===== config.mk =====
export PLATFORM = sky130hd
export DESIGN_NAME = clock_time_counter
export DESIGN_NICKNAME = d
export VERILOG_FILES = /design/src/rtl/clock_time_counter.sv
export SDC_FILE = /design/constraint.sdc
export NUM_CORES = 1
export LEC_CHECK = 0
export ABC_CLOCK_PERIOD_IN_PS = 2400
export BUFFER_PORTS_ARGS = -buffer_cell sky130_fd_sc_hd__buf_2
export CAP_MARGIN = 20
export CORE_ASPECT_RATIO = 1.25
export CORE_MARGIN = 3
export CORE_UTILIZATION = 45
export CTS_CLUSTER_SIZE = 12
export DETAILED_ROUTE_END_ITERATION = 6
export PLACE_DENSITY = 0.66
export SLEW_MARGIN = 20
export SYNTH_ARGS = -nofsm -noshare
export SYNTH_HDL_FRONTEND = slang
export SYNTH_SLANG_ARGS = --single-unit

===== constraint.sdc =====
create_clock -name i_clk -period 2.4 [get_ports i_clk]
set_clock_uncertainty 0.05 [all_clocks]
set_input_delay 0.24 -clock i_clk [delete_from_list [all_inputs] [get_ports i_clk]]
set_output_delay 0.24 -clock i_clk [all_outputs]
set_load 0.01 [all_outputs]

===== src/rtl/clock_time_counter.sv =====
// ============================================================================
// clock_time_counter
// ----------------------------------------------------------------------------
// Time-of-day counter driven by the strobes of the reference-clock strobe
// stage. Keeps binary HH:MM:SS for the BCD/display stages downstream.
//
//   RUN  (both set inputs low) : seconds advance on every 1 Hz strobe, with a
//                                full same-cycle ripple into minutes/hours.
//   SET  (either set input high): seconds are held at 0; a fast divider counts
//                                refclk strobes and every FAST_SET_DIV of them
//                                steps the selected field(s).
//
// Parameters
//   FAST_SET_DIV  fast strobes per set-mode step, 1..65536
//
// Ports
//   i_clk          in   system clock, rising edge
//   i_reset        in   synchronous active-high reset
//   i_en           in   block enable; low freezes all state, strobes are lost
//   i_1hz_stb      in   one-cycle 1 Hz strobe
//   i_fast_stb     in   one-cycle strobe per refclk rising edge
//   i_set_hours    in   level: step hours while high
//   i_set_minutes  in   level: step minutes while high
//   o_hours        out  5-bit binary hours   0..23
//   o_minutes      out  6-bit binary minutes 0..59
//   o_seconds      out  6-bit binary seconds 0..59
//   o_update       out  one-cycle pulse coincident with any time change
// ============================================================================
module clock_time_counter #(
    parameter int FAST_SET_DIV = 4096
) (
    input  logic       i_clk,
    input  logic       i_reset,
    input  logic       i_en,
    input  logic       i_1hz_stb,
    input  logic       i_fast_stb,
    input  logic       i_set_hours,
    input  logic       i_set_minutes,
    output logic [4:0] o_hours,
    output logic [5:0] o_minutes,
    output logic [5:0] o_seconds,
    output logic       o_update
);

    // A divide-by-1 still needs a one-bit register to keep the code uniform;
    // its terminal count is 0, so every fast strobe becomes a step.
    localparam int DIV_W = (FAST_SET_DIV > 1) ? $clog2(FAST_SET_DIV) : 1;
    localparam logic [DIV_W-1:0] DIV_LAST = DIV_W'(FAST_SET_DIV - 1);

    localparam logic [4:0] HOURS_LAST   = 5'd23;
    localparam logic [5:0] MINUTES_LAST = 6'd59;
    localparam logic [5:0] SECONDS_LAST = 6'd59;

    // ------------------------------------------------------------------------
    // State
    // ------------------------------------------------------------------------
    logic [4:0]       hours_reg,   hours_next;
    logic [5:0]       minutes_reg, minutes_next;
    logic [5:0]       seconds_reg, seconds_next;
    logic [DIV_W-1:0] div_reg,     div_next;
    logic             update_reg,  update_next;

    // ------------------------------------------------------------------------
    // Field increment helpers (wrap at the field's last value)
    // ------------------------------------------------------------------------
    logic       set_mode;
    logic       sec_at_last;
    logic       min_at_last;
    logic       hr_at_last;
    logic [4:0] hours_inc;
    logic [5:0] minutes_inc;
    logic [5:0] seconds_inc;
    logic       div_at_last;
    logic       set_step;

    assign set_mode    = i_set_hours | i_set_minutes;

    assign sec_at_last = (seconds_reg == SECONDS_LAST);
    assign min_at_last = (minutes_reg == MINUTES_LAST);
    assign hr_at_last  = (hours_reg   == HOURS_LAST);

    assign seconds_inc = sec_at_last ? 6'd0 : seconds_reg + 6'd1;
    assign minutes_inc = min_at_last ? 6'd0 : minutes_reg + 6'd1;
    assign hours_inc   = hr_at_last  ? 5'd0 : hours_reg   + 5'd1;

    assign div_at_last = (div_reg == DIV_LAST);
    // A step is the fast strobe that wraps the divider.
    assign set_step    = set_mode & i_fast_stb & div_at_last;

    // ------------------------------------------------------------------------
    // Next-state logic
    // ------------------------------------------------------------------------
    always_comb begin
        hours_next   = hours_reg;
        minutes_next = minutes_reg;
        seconds_next = seconds_reg;
        div_next     = div_reg;
        update_next  = 1'b0;

        if (i_en) begin
            if (set_mode) begin
                // Seconds are parked at zero for the whole time the user is
                // setting, so the clock restarts cleanly on release.
                seconds_next = 6'd0;

                if (i_fast_stb) begin
                    if (div_at_last) begin
                        div_next = '0;
                    end else begin
                        div_next = div_reg + 1'b1;
                    end
                end

                // Minutes wrap without carrying into hours while setting.
                if (set_step) begin
                    if (i_set_minutes) begin
                        minutes_next = minutes_inc;
                    end
                    if (i_set_hours) begin
                        hours_next = hours_inc;
                    end
                end
            end else begin
                // The divider sits at 0 in RUN so the first set step always
                // takes a full FAST_SET_DIV strobes.
                div_next = '0;

                if (i_1hz_stb) begin
                    seconds_next = seconds_inc;
                    if (sec_at_last) begin
                        minutes_next = minutes_inc;
                        if (min_at_last) begin
                            hours_next = hours_inc;
                        end
                    end
                end
            end

            // Pulse only on a real change: a strobe that leaves the time as
            // it was (e.g. seconds already 0 in SET) gives no update.
            update_next = (hours_next   != hours_reg)   ||
                          (minutes_next != minutes_reg) ||
                          (seconds_next != seconds_reg);
        end
    end

    // ------------------------------------------------------------------------
    // Registers
    // ------------------------------------------------------------------------
    always_ff @(posedge i_clk) begin
        if (i_reset) begin
            hours_reg   <= '0;
            minutes_reg <= '0;
            seconds_reg <= '0;
            div_reg     <= '0;
            update_reg  <= 1'b0;
        end else begin
            hours_reg   <= hours_next;
            minutes_reg <= minutes_next;
            seconds_reg <= seconds_next;
            div_reg     <= div_next;
            update_reg  <= update_next;
        end
    end

    assign o_hours   = hours_reg;
    assign o_minutes = minutes_reg;
    assign o_seconds = seconds_reg;
    assign o_update  = update_reg;

endmodule


# After elaboration in Yosys (flattened, before gate mapping)
# Cells that the tools add are included.
# totals
ff_bits	30
inputBits	7
out_inout_bits	18
word_cells	47
# classes
add_sub_neg	4
n_eq_ne	8
mux	22
n_bitwise	4
n_reduce_logical	4
# op_table
op	count
2-to-1 mux 6 bit	11
2-to-1 mux 5 bit	8
2-to-1 mux 12 bit	3
adder 12 x 1 -> 12 bit, second input constant	1
adder 6 x 1 -> 6 bit, second input constant	2
== test 12 bit, second input constant	1
== test 6 bit, second input constant	2
!= test 6 bit	2
adder 5 x 1 -> 5 bit, second input constant	1
== test 5 bit, second input constant	1
!= test 5 bit	1
bitwise AND 1 bit	2
logical OR 1 bit	2
!= test 2 bit, second input constant	1
AND reduction 2 bit	1
OR reduction 2 bit	1
inverter 1 bit	1
bitwise OR 1 bit	1

# Depth between registers and ports, before layout
# Gate-level depths: netlist of the first run.
# logic_depth
depth_word	10
depth_mapped	7
depth_no_buf	6

# Worst setup path after synthesis of the first run
# No wires, ideal clock.
# synth_timing
path_kind	reg-to-reg
startpoint	register div_reg[0]
endpoint	register minutes_reg[2], in the netlist o_minutes[2]
setup_time_ns	0.070
arrival_time_ns	1.783
required_ns	2.280
setup_slack_ns	0.497
path_stages_with_launch	8
synth_period_minus_slack_ns	1.903
path_cell_list	dfxtp_1 ha_1 clkbuf_1 nand4_1 nor4_4 o21ai_2 or4_1 a21oi_1
# synth_via
elab_chain_cells	5
# synth_lines
item	line	rtl
start: declaration	60	logic [DIV_W-1:0] div_reg, div_next;
start signal: assignment	161	div_reg <= div_next;
== test 12 bit	86	assign div_at_last = (div_reg == DIV_LAST);
bitwise AND 1 bit	88	assign set_step = set_mode & i_fast_stb & div_at_last;
2-to-1 mux 6 bit	115	if (set_step) begin
2-to-1 mux 6 bit	101	if (set_mode) begin
2-to-1 mux 6 bit	100	if (i_en) begin
end signal: assignment	159	minutes_reg <= minutes_next;
end: declaration	58	logic [5:0] minutes_reg, minutes_next;
# Every way passes these cells. The select of a mux whose other input is x is not followed.
# A chain may end at the register's enable or synchronous reset.

# Worst setup path in the final report of the first run
# Same ends and word-level chain as after synthesis.

==> results.yml, run 1 <==
run_status:
  outcome: "completed"
logic_synthesis:
  synth_cell_type_count: 48
  seq_area_frac_synth_pct: 36.6
  ys_async_sr_fraction_pct: 0
  ys_ff_latch: 30
  synthCells: 201
  synth_edf_count: 0
  yosysWarnings: 0
  synth_flop_cell: "dfxtp_1"
  synth.largest_area_cell: "dfxtp_1"
  synth.most_common_cell: "dfxtp_1"
  syn_area_per_cell_um2: 8.17
  yosys-top-cells-count: "dfxtp_1 (30), nor2_1 (26), nand2_1 (21)"
  synth_area_um2: 1640
  synth.area.top_cells: "dfxtp_1 (37%), nor2_1 (5.9%), nand2_1 (4.8%)"
  synth_top_area_share_pct: 36.6
  syn_nets: 212
min_path:
  min-delay-start: "i_1hz_stb"
  hp-class: "input port to flip-flop"
critical_path:
  cp_top_family: "simple AND/OR/NAND/NOR gates"
  worst-path-buf-inv: 0
  path_cells: "ha_1 > nand4_1 > nor4_4 > o21ai_2 > or4_1 > a21oi_1"
  reg2reg_from: "div_reg[0]$_SDFFE_PP0P_"
  cp-startpoint: "div_reg[0]$_SDFFE_PP0P_"
  arrival_ns: 2.18
  critPathSlowestCell: "or4_1"
  path_class: "flip-flop to flip-flop"
  end_kind: "flip-flop"
  worstPathRequired_ns: 2.56
  startpoint_type: "flip-flop"
  crit_fanout: 9
  slowest_delay_ns: 0.42
global_routing:
  grt_util_met1_pct: 24.2
  grt_usage_pct: 19.6
  overflow: 0
  use_met3_pct: 5.10
  grt_max_degree: 24
  antenna_found_initial: 0
  grt.busiest_layer: "met2"
  grt_pass1_wl_um: 6690
  grt_pass1_vias: 1549
  use_met2_pct: 32.0
floorplanning:
  die_w_um: 60.0
  ios: 25
  initial_utilization_pct: 48.8
  dieArea_um2: 4420
  placementRows: 23
  fp.dieH_um: 73.6
  core_um2: 3370
cts:
  cts_setup_buffers: 0
  cts_hold_buffers: 0
  htreeDepth: 2
  cts_resized: 0
  insertion_delay_ns: 0.28
  cts_tree: "yes"
  cts_sinks: 30
  clk_path_buf_depth: 2
  clk_pin_slew_ns: 0.06
  cts-root-buf: "clkbuf_8"
  cts_made_buffers: 5
detailed_routing:
  wl_per_cell_um: 14.6
  antenna_left: 0
  drc: 0
  routed-via-count: 1575
  wl_um: 3850
  dr.pass1.iters: 4
  viasPerCell: 5.99
  drt_first_iter_violations: 87
finish:
  fin_util_pct: 55.0
  multi_input_area_um2: 992
  antenna_cells: 0
  largest_reg_flops: 12
  layout-drive-gt1-share_pct: 17.3
  areaGrowthSynthToFinish_pct: 12.6
  final.fill_count: 325
  final-instance-count-excl-fill: 263
  nets: 237
  register_area_um2: 601
placement:
  port-buffer-count: 24
  place.gp.congestion: 0.873
  placed_cells: 256
  dpl.hpwl_um: 2760
sta:
  slew_headroom_pct: 50.4
  report.final.slew_viol_count: 0
  final-setup-viol-count: 0
  rsz0062_at_grt: "false"
  max_freq_ghz: 0.495
  worst_pin_slew_ns: 0.737
  final.min_clock_period_ns: 2.02
  period_share_pct: 84.2
  setup-tns-final_ns: 0
  finalHoldViolCount: 0
job:
  max_cap_viol_count: 0
pwr:
  p_per_area_nw_per_um2: 510
  ir_worst_vdd_uv: 329
  leakagePower_nw: 0.729
## path summary, 6_finish.rpt
path | end | slack (ns) | cells after the start
worst max register to register | o_minutes[2]$_SDFFE_PP0P_ | 0.38 | 6
worst max-delay path | o_minutes[2]$_SDFFE_PP0P_ | 0.38 | 6
worst min register to register | o_hours[1]$_SDFFE_PP0P_ | 0.46 | 2
worst min-delay path | o_seconds[0]$_SDFFE_PP0P_ | 0.26 | 3
## per-stage QoR
step	hold WS, ns	setup WS [ns]	instance area, um^2	total power, mW
final	0.261	0.378	1850	0.944
after detailed placement	0.454	0.380	1770	0.573
after global placement	0.422	0.452	1770	0.572
after floorplan	0.361	0.497	1640	0.556
after global routing	0.267	0.165	1850	0.991
after CTS	0.249	0.372	1850	0.959
## cells by family after synthesis
family / share of synthesized area (%)
XOR/XNOR: 3.73
flip-flops: 36.6
AO/OA/AOI/OAI: 17.4
adder cells (fa/ha/maj): 3.05
AND/OR/NAND/NOR: 34.3
multiplexers: 1.90
buffers and inverters: 3.05
## placed cells by master (no fill, tap or decap), drive strengths merged, types with 4 or more instances in the layout
cell,Yosys,routed
dfxtp,30,30
nor2,26,26
buf,2,24
nand2,21,21
a21oi,16,16
o21ai,13,13
nor3,13,13
nand3,10,10
clkbuf,4,7
nand4,6,6
nor4,6,6
inv,4,4
xnor2,4,4
ha,4,4
## where the power goes
part           internal, mW  switching (mW)  total (mW)
sequential            0.501         0.00412       0.505
clock                 0.199           0.182       0.381
combinational        0.0168          0.0405      0.0573
total                 0.717           0.226       0.944
## cell type report
class / instances / area share [%]
Tap cell: 37 / 2.50
Timing Repair Buffer: 24 / 6.49
Sequential cell: 30 / 32.5
Clock buffer: 7 / 4.12
Inverter: 4 / 0.811
Multi-Input combinational cell: 161 / 53.6
## routing by layer
layer	vias to the layer above	routed length (um)
li1	788	-
met1	749	1770
met2	31	1870
met3	7	146
met4	0	68
met5	-	0
## worst reg2reg max path: cells and delay by family (launching register included)
kind,cells,cell delay (ns)
simple gates,3,0.86
compound gates,2,0.29
fa+ha+maj,1,0.34
flops,1,0.41
Power figures use the tool's default switching activity.
==> inputs of run 2 (changes only) <==
Settings changed: ABC_CLOCK_PERIOD_IN_PS 2400 to 1700, PLACE_DENSITY 0.66 to 0.68.
Clock period 2.4 ns to 1.7 ns, I/O delays scaled along.
==> run 2 against run 1 <==
Effect of this change: the run now ends with negative setup slack left; cell area rose by 19%; highest routed layer unchanged; wire length increased by 23%; sequential power grew 41%; clock power increased by 56%; power rose by 50%; die area unchanged; maximum frequency increased by 16%; hold slack worse by 0.068 ns; first-iteration DRC count grew 38%; sequential cell count did not move; via count is 13% higher.
==> results.yml, run 2 (synthesized netlist as in run 1, its figures left out) <==
finish:
  layout-drive-gt1-share_pct: 34.9
  register_area_um2: 613
  final.fill_count: 307
  layout_commonest_cell: "buf_4"
  final_area_um2: 2210
  largest_reg_flops: 12
  multi_input_area_um2: 1090
  nets: 268
  antenna_cells: 0
  areaGrowthSynthToFinish_pct: 34.5
  layout_common_cells: "buf_4 (30), nor2_1 (25), buf_2 (24)"
sta:
  period_share_pct: 103
  finalHoldViolCount: 0
  report.final.slew_viol_count: 0
  max_freq_ghz: 0.573
  final.min_clock_period_ns: 1.75
  final-setup-viol-count: 3
  slew_headroom_pct: 48.1
  fin_hold_ws_ns: 0.193
  final.setup.worst_slack_ns: -0.0462
  worst_pin_slew_ns: 0.771
  rsz0062_at_grt: "true"
critical_path:
  worstPathRequired_ns: 1.88
  r2r_cells: 6
  end_kind: "flip-flop"
  cp-startpoint: "div_reg[7]$_SDFFE_PP0P_"
  rrSetupSlack_ns: -0.05
  arrival_ns: 1.93
  r2r-end: "o_hours[2]$_SDFFE_PP0P_"
  crit_fanout: 7
  startpoint_type: "flip-flop"
  path_class: "flip-flop to flip-flop"
  reg2reg_from: "div_reg[7]$_SDFFE_PP0P_"
detailed_routing:
  dr.pass1.iters: 4
  wl_per_cell_um: 16.1
  viasPerCell: 6.05
  drc: 0
  antenna_left: 0
  drt_first_iter_violations: 120
  wl_um: 4750
  routed-via-count: 1786
placement:
  dpl.hpwl_um: 3230
  place_area_um2: 2020
  place.gp.congestion: 0.922
  port-buffer-count: 24
cts:
  cts_sinks: 30
  clk_pin_slew_ns: 0.06
  cts_tree: "yes"
  clk_path_buf_depth: 2
  insertion_delay_ns: 0.28
  cts-root-buf: "clkbuf_8"
  cts_made_buffers: 5
  htreeDepth: 2
min_path:
  min-delay-start: "i_1hz_stb"
  hp-class: "input port to flip-flop"
  whs_endpoint: "o_seconds[0]$_SDFFE_PP0P_"
  min_path_cells: 3
floorplanning:
  core_um2: 3370
  placementRows: 23
  dieArea_um2: 4420
  ios: 25
  die_w_um: 60.0
  initial_utilization_pct: 48.8
  fp.dieH_um: 73.6
pwr:
  p_per_area_nw_per_um2: 640
  leakagePower_nw: 0.926
  ir_worst_vdd_uv: 607
  total_power_mw: 1.42
global_routing:
  grt_pass1_vias: 1655
  grt_max_degree: 23
  grt_util_met1_pct: 26.8
  use_met2_pct: 38.1
  antenna_found_initial: 0
  use_met3_pct: 4.22
  grt.busiest_layer: "met2"
  grt_usage_pct: 22.2
  overflow: 0
  grt_pass1_wl_um: 7490
run_status:
  violations: "negative setup slack"
  outcome: "finished with violations"
job:
  max_cap_viol_count: 0
run 2: changes by cell type in the layout (fill, tap and decap cells not counted), moves of 2 or more:
cell,change
buf_4,+30
dfxtp_1,-10
dfxtp_2,+10
ha_1,-2
ha_4,+2
nand3_4,+2
run 2: worst max-delay path, cell delays in order, from the launching register on:
cell and delay [ns]:
dfxtp_2 0.35, nand3_4 0.12, buf_6 0.14, nor4_4 0.34
a21oi_4 0.10, or4_1 0.49, nand2_1 0.08
run 2: final cells by class:
| cell class | count | share of cell area, % |
|---|---|---|
| Clock buffer | 7 | 3.91 |
| Inverter | 4 | 0.680 |
| Clock inverter | 1 | 0.227 |
| Sequential cell | 30 | 27.7 |
| Multi-Input combinational cell | 161 | 49.2 |
| Tap cell | 37 | 2.10 |
| Timing Repair Buffer | 55 | 16.1 |
run 2: metrics by stage:
stage | worst slack (ns) | std cells | util [%] | setup TNS, ns
CTS | 0.00329 | 294 | 64.2 | 0
global placement | 0.00739 | 286 | 60.0 | 0
floorplan | -0.0736 | 201 | - | -0.230
detailed placement | -0.0443 | 286 | 60.0 | -0.136
global route | -0.118 | 295 | 65.6 | -0.489
finish | -0.0462 | 295 | 65.6 | -0.0923
run 2: routing by layer:
layer	up-vias	wire, um
met2	87	2430
met1	831	1900
met4	0	106
li1	851	-
met5	-	0
met3	17	317
run 2: power by group:
part           total, mW  internal, mW  switching, mW
Clock              0.593         0.326          0.267
Sequential         0.713         0.708        0.00438
Combinational      0.109        0.0379         0.0713
run 2: how the worst max path moves through the flow:
stage	end	slack [ns]	cells past startpoint
6_report	o_hours[2]$_SDFFE_PP0P_	-0.05	6
5_1_grt	o_minutes[2]$_SDFFE_PP0P_	-0.12	6
4_1_cts	o_hours[2]$_SDFFE_PP0P_	0.003	6
3_5_place_dp	o_hours[2]$_SDFFE_PP0P_	-0.04	6
3_3_place_gp	div_reg[0]$_SDFFE_PP0P_	0.007	7
2_1_floorplan	o_minutes[2]$_SDFFE_PP0P_	-0.07	7
run 2: repair_timing:
action                                  4_1_cts  5_1_grt
endpoints found under the setup margin       11       18
setup buffers                                 0        1
hold buffers                                  0        0
resized for setup                             9       12
pin swaps                                     2        1
==> inputs of run 3 (changes only) <==
Settings changed: ABC_AREA set to 1, CTS_BUF_LIST set to sky130_fd_sc_hd__clkbuf_16, PLACE_DENSITY 0.68 to 0.67.
==> run 3 against run 2 <==
Effect of this change: the flow still finishes with violations (negative setup slack); sequential share of layout area decreased by 6.9 points; sequential cell count did not move; global-route usage grew 1.7 points; synthesized cell count grew 62%.
==> results.yml, run 3 <==
logic_synthesis:
  synthAdderAreaFrac_pct: 2.43
  ys_ff_latch: 30
  ys_async_sr_fraction_pct: 0
  synth.largest_area_cell: "dfxtp_1"
  yosys-top-cells-count: "nand2_1 (94), inv_1 (31), nor2_1 (31)"
  synth.area.top_cells: "dfxtp_1 (29%), nand2_1 (17%), nand3_1 (7.3%)"
  muxShareOfSynthArea_pct: 0
  synth_top_family_by_area: "simple AND/OR/NAND/NOR gates"
  synth_cell_type_count: 34
  syn_area_per_cell_um2: 6.34
  syn_nets: 336
  synthCells: 325
  synth_top_area_share_pct: 29.1
  synth_flop_cell: "dfxtp_1"
  synth-xor-area-share_pct: 2.97
  synth.most_common_cell: "nand2_1"
  yosysWarnings: 0
  synth_edf_count: 0
  yosys.area_share.simple_pct: 38.3
  seq_area_frac_synth_pct: 29.1
  synth_area_um2: 2060
  synth_compound_area_share_pct: 17.8
global_routing:
  grt_max_degree: 27
  overflow: 0
  grt_pass1_wl_um: 10100
  grt_usage_pct: 24.0
  grt_pass1_vias: 2355
  antenna_found_initial: 0
min_path:
  min_path_cells: 2
  hp-class: "input port to flip-flop"
cts:
  cts_tree: "yes"
  cts_sinks: 30
  htreeDepth: 2
  cts-root-buf: "clkbuf_16"
  clk_path_buf_depth: 2
  cts_hold_buffers: 0
  insertion_delay_ns: 0.27
  cts_made_buffers: 5
  clk_pin_slew_ns: 0.05
pwr:
  pwr-share-clk_pct: 42.4
  leakagePower_nw: 1.29
  total_power_mw: 1.94
  p_per_area_nw_per_um2: 656
  seq_power_share_pct: 38.8
  p_comb_share_pct: 18.8
  swShare_pct: 27.0
  internal-power_mw: 1.41
  p_sw_mw: 0.523
  ir_worst_vdd_uv: 403
critical_path:
  crit_fanout: 4
  arrival_ns: 1.91
  worstPathRequired_ns: 1.83
  path_class: "flip-flop to flip-flop"
  end_kind: "flip-flop"
  critPathSlowestCell: "dfxtp_1"
  r2r_cells: 8
  startpoint_type: "flip-flop"
  rrSetupSlack_ns: -0.08
  slowest_delay_ns: 0.40
  path_cells: "nand2_1 > nor3_1 > nand4_1 > nand2_2 > inv_2 > o21ai_2 > a21oi_2 > a211oi_2"
sta:
  slew_headroom_pct: 77.1
  final.setup.worst_slack_ns: -0.0767
  max_freq_ghz: 0.563
  finalHoldViolCount: 0
  final-setup-viol-count: 5
  rsz0062_at_grt: "true"
  final.min_clock_period_ns: 1.78
  setup-tns-final_ns: -0.210
  report.final.slew_viol_count: 0
  worst_pin_slew_ns: 0.335
  period_share_pct: 105
detailed_routing:
  viasPerCell: 5.24
  dr.pass1.iters: 4
  drc: 0
  antenna_left: 0
  wl_per_cell_um: 13.3
  routed-via-count: 2402
  drt_first_iter_violations: 97
  wl_um: 6080
job:
  max_cap_viol_count: 0
finish:
  nets: 412
  antenna_cells: 0
  layout_commonest_cell: "nand2_1"
  final.fill_count: 361
  layout_common_cells: "nand2_1 (85), buf_4 (51), inv_1 (29)"
  largest_reg_flops: 12
  final-instance-count-excl-fill: 458
  layout-drive-gt1-share_pct: 35.8
  areaGrowthSynthToFinish_pct: 43.1
placement:
  port-buffer-count: 24
  dpl.hpwl_um: 4510
  placed_cells: 442
  place.gp.congestion: 0.907
floorplanning:
  core_um2: 4260
  initial_utilization_pct: 48.4
  fp.dieH_um: 81.7
  ios: 25
  die_w_um: 66.5
  placementRows: 26
  dieArea_um2: 5440
run_status:
  violations: "negative setup slack"
  outcome: "finished with violations"
-- run 3: logic make-up after synthesis --
group                    after synthesis
buffers and inverters                 43
AO/OA/AOI/OAI                         65
XOR/XNOR                               7
AND/OR/NAND/NOR                      176
adder cells (fa/ha/maj)                4
flip-flops                            30
-- run 3: final timing paths --
| path | start | endpoint |
|---|---|---|
| min reg2reg | div_reg[3]$_SDFFE_PP0P_ | div_reg[3]$_SDFFE_PP0P_ |
| min | i_reset | o_seconds[0]$_SDFFE_PP0P_ |
| max reg2reg | div_reg[9]$_SDFFE_PP0P_ | o_minutes[4]$_SDFFE_PP0P_ |
| max | div_reg[9]$_SDFFE_PP0P_ | o_minutes[4]$_SDFFE_PP0P_ |
-- run 3: layer usage --
metal  part of all wire [%]  global-route usage [%]  routed length (um)
met5                      0                       0                   0
met2                     54                    45.5                3290
met1                     38                    24.7                2330
met3                    4.0                    3.56                 246
met4                    3.5                    13.0                 214
-- run 3: cell type report --
| cell class | instances | area [um^2] | area share (%) |
|---|---|---|---|
| clock buffer | 5 | 125 | 4.24 |
| clock inverter | 3 | 12.5 | 0.424 |
| inverter | 35 | 139 | 4.71 |
| multi-input combinational | 252 | 1460 | 49.3 |
| sequential | 30 | 614 | 20.8 |
| tap | 56 | 70.1 | 2.37 |
| timing repair buffer | 77 | 534 | 18.1 |
-- run 3: through the flow --
stage | setup WS, ns | cell area [um^2] | util, % | hold slack [ns]
2_1_floorplan | -0.00668 | 2140 | - | 0.211
3_3_place_gp | -0.140 | 2630 | 61.6 | 0.428
3_5_place_dp | -0.191 | 2630 | 61.6 | 0.441
4_1_cts | -0.0258 | 2900 | 67.9 | 0.195
5_1_grt | -0.243 | 2950 | 69.3 | 0.202
6_report | -0.0767 | 2950 | 69.3 | 0.204
-- run 3: power groups by stage --
stage / logic (mW) / clock network [mW] / registers (mW)
2_1_floorplan: 0.181 / 0 / 0.782
3_3_place_gp: 0.337 / 0 / 0.763
3_5_place_dp: 0.339 / 0 / 0.764
4_1_cts: 0.352 / 0.837 / 0.751
5_1_grt: 0.406 / 0.883 / 0.754
6_report: 0.364 / 0.820 / 0.752
-- run 3: worst max-delay path: cells and delay by family (launching register included) --
family,cells,cell delay [ns]
flip-flops,1,0.40
buffers and inverters,1,0.07
AO/OA/AOI/OAI,3,0.38
AND/OR/NAND/NOR,4,0.79
-- run 3: timing repair --
action | CTS | global route
pin swaps | 12 | 7
gates cloned | 0 | 0
gates resized for setup | 20 | 16
endpoints found under the setup margin | 7 | 11
setup buffers | 8 | 2
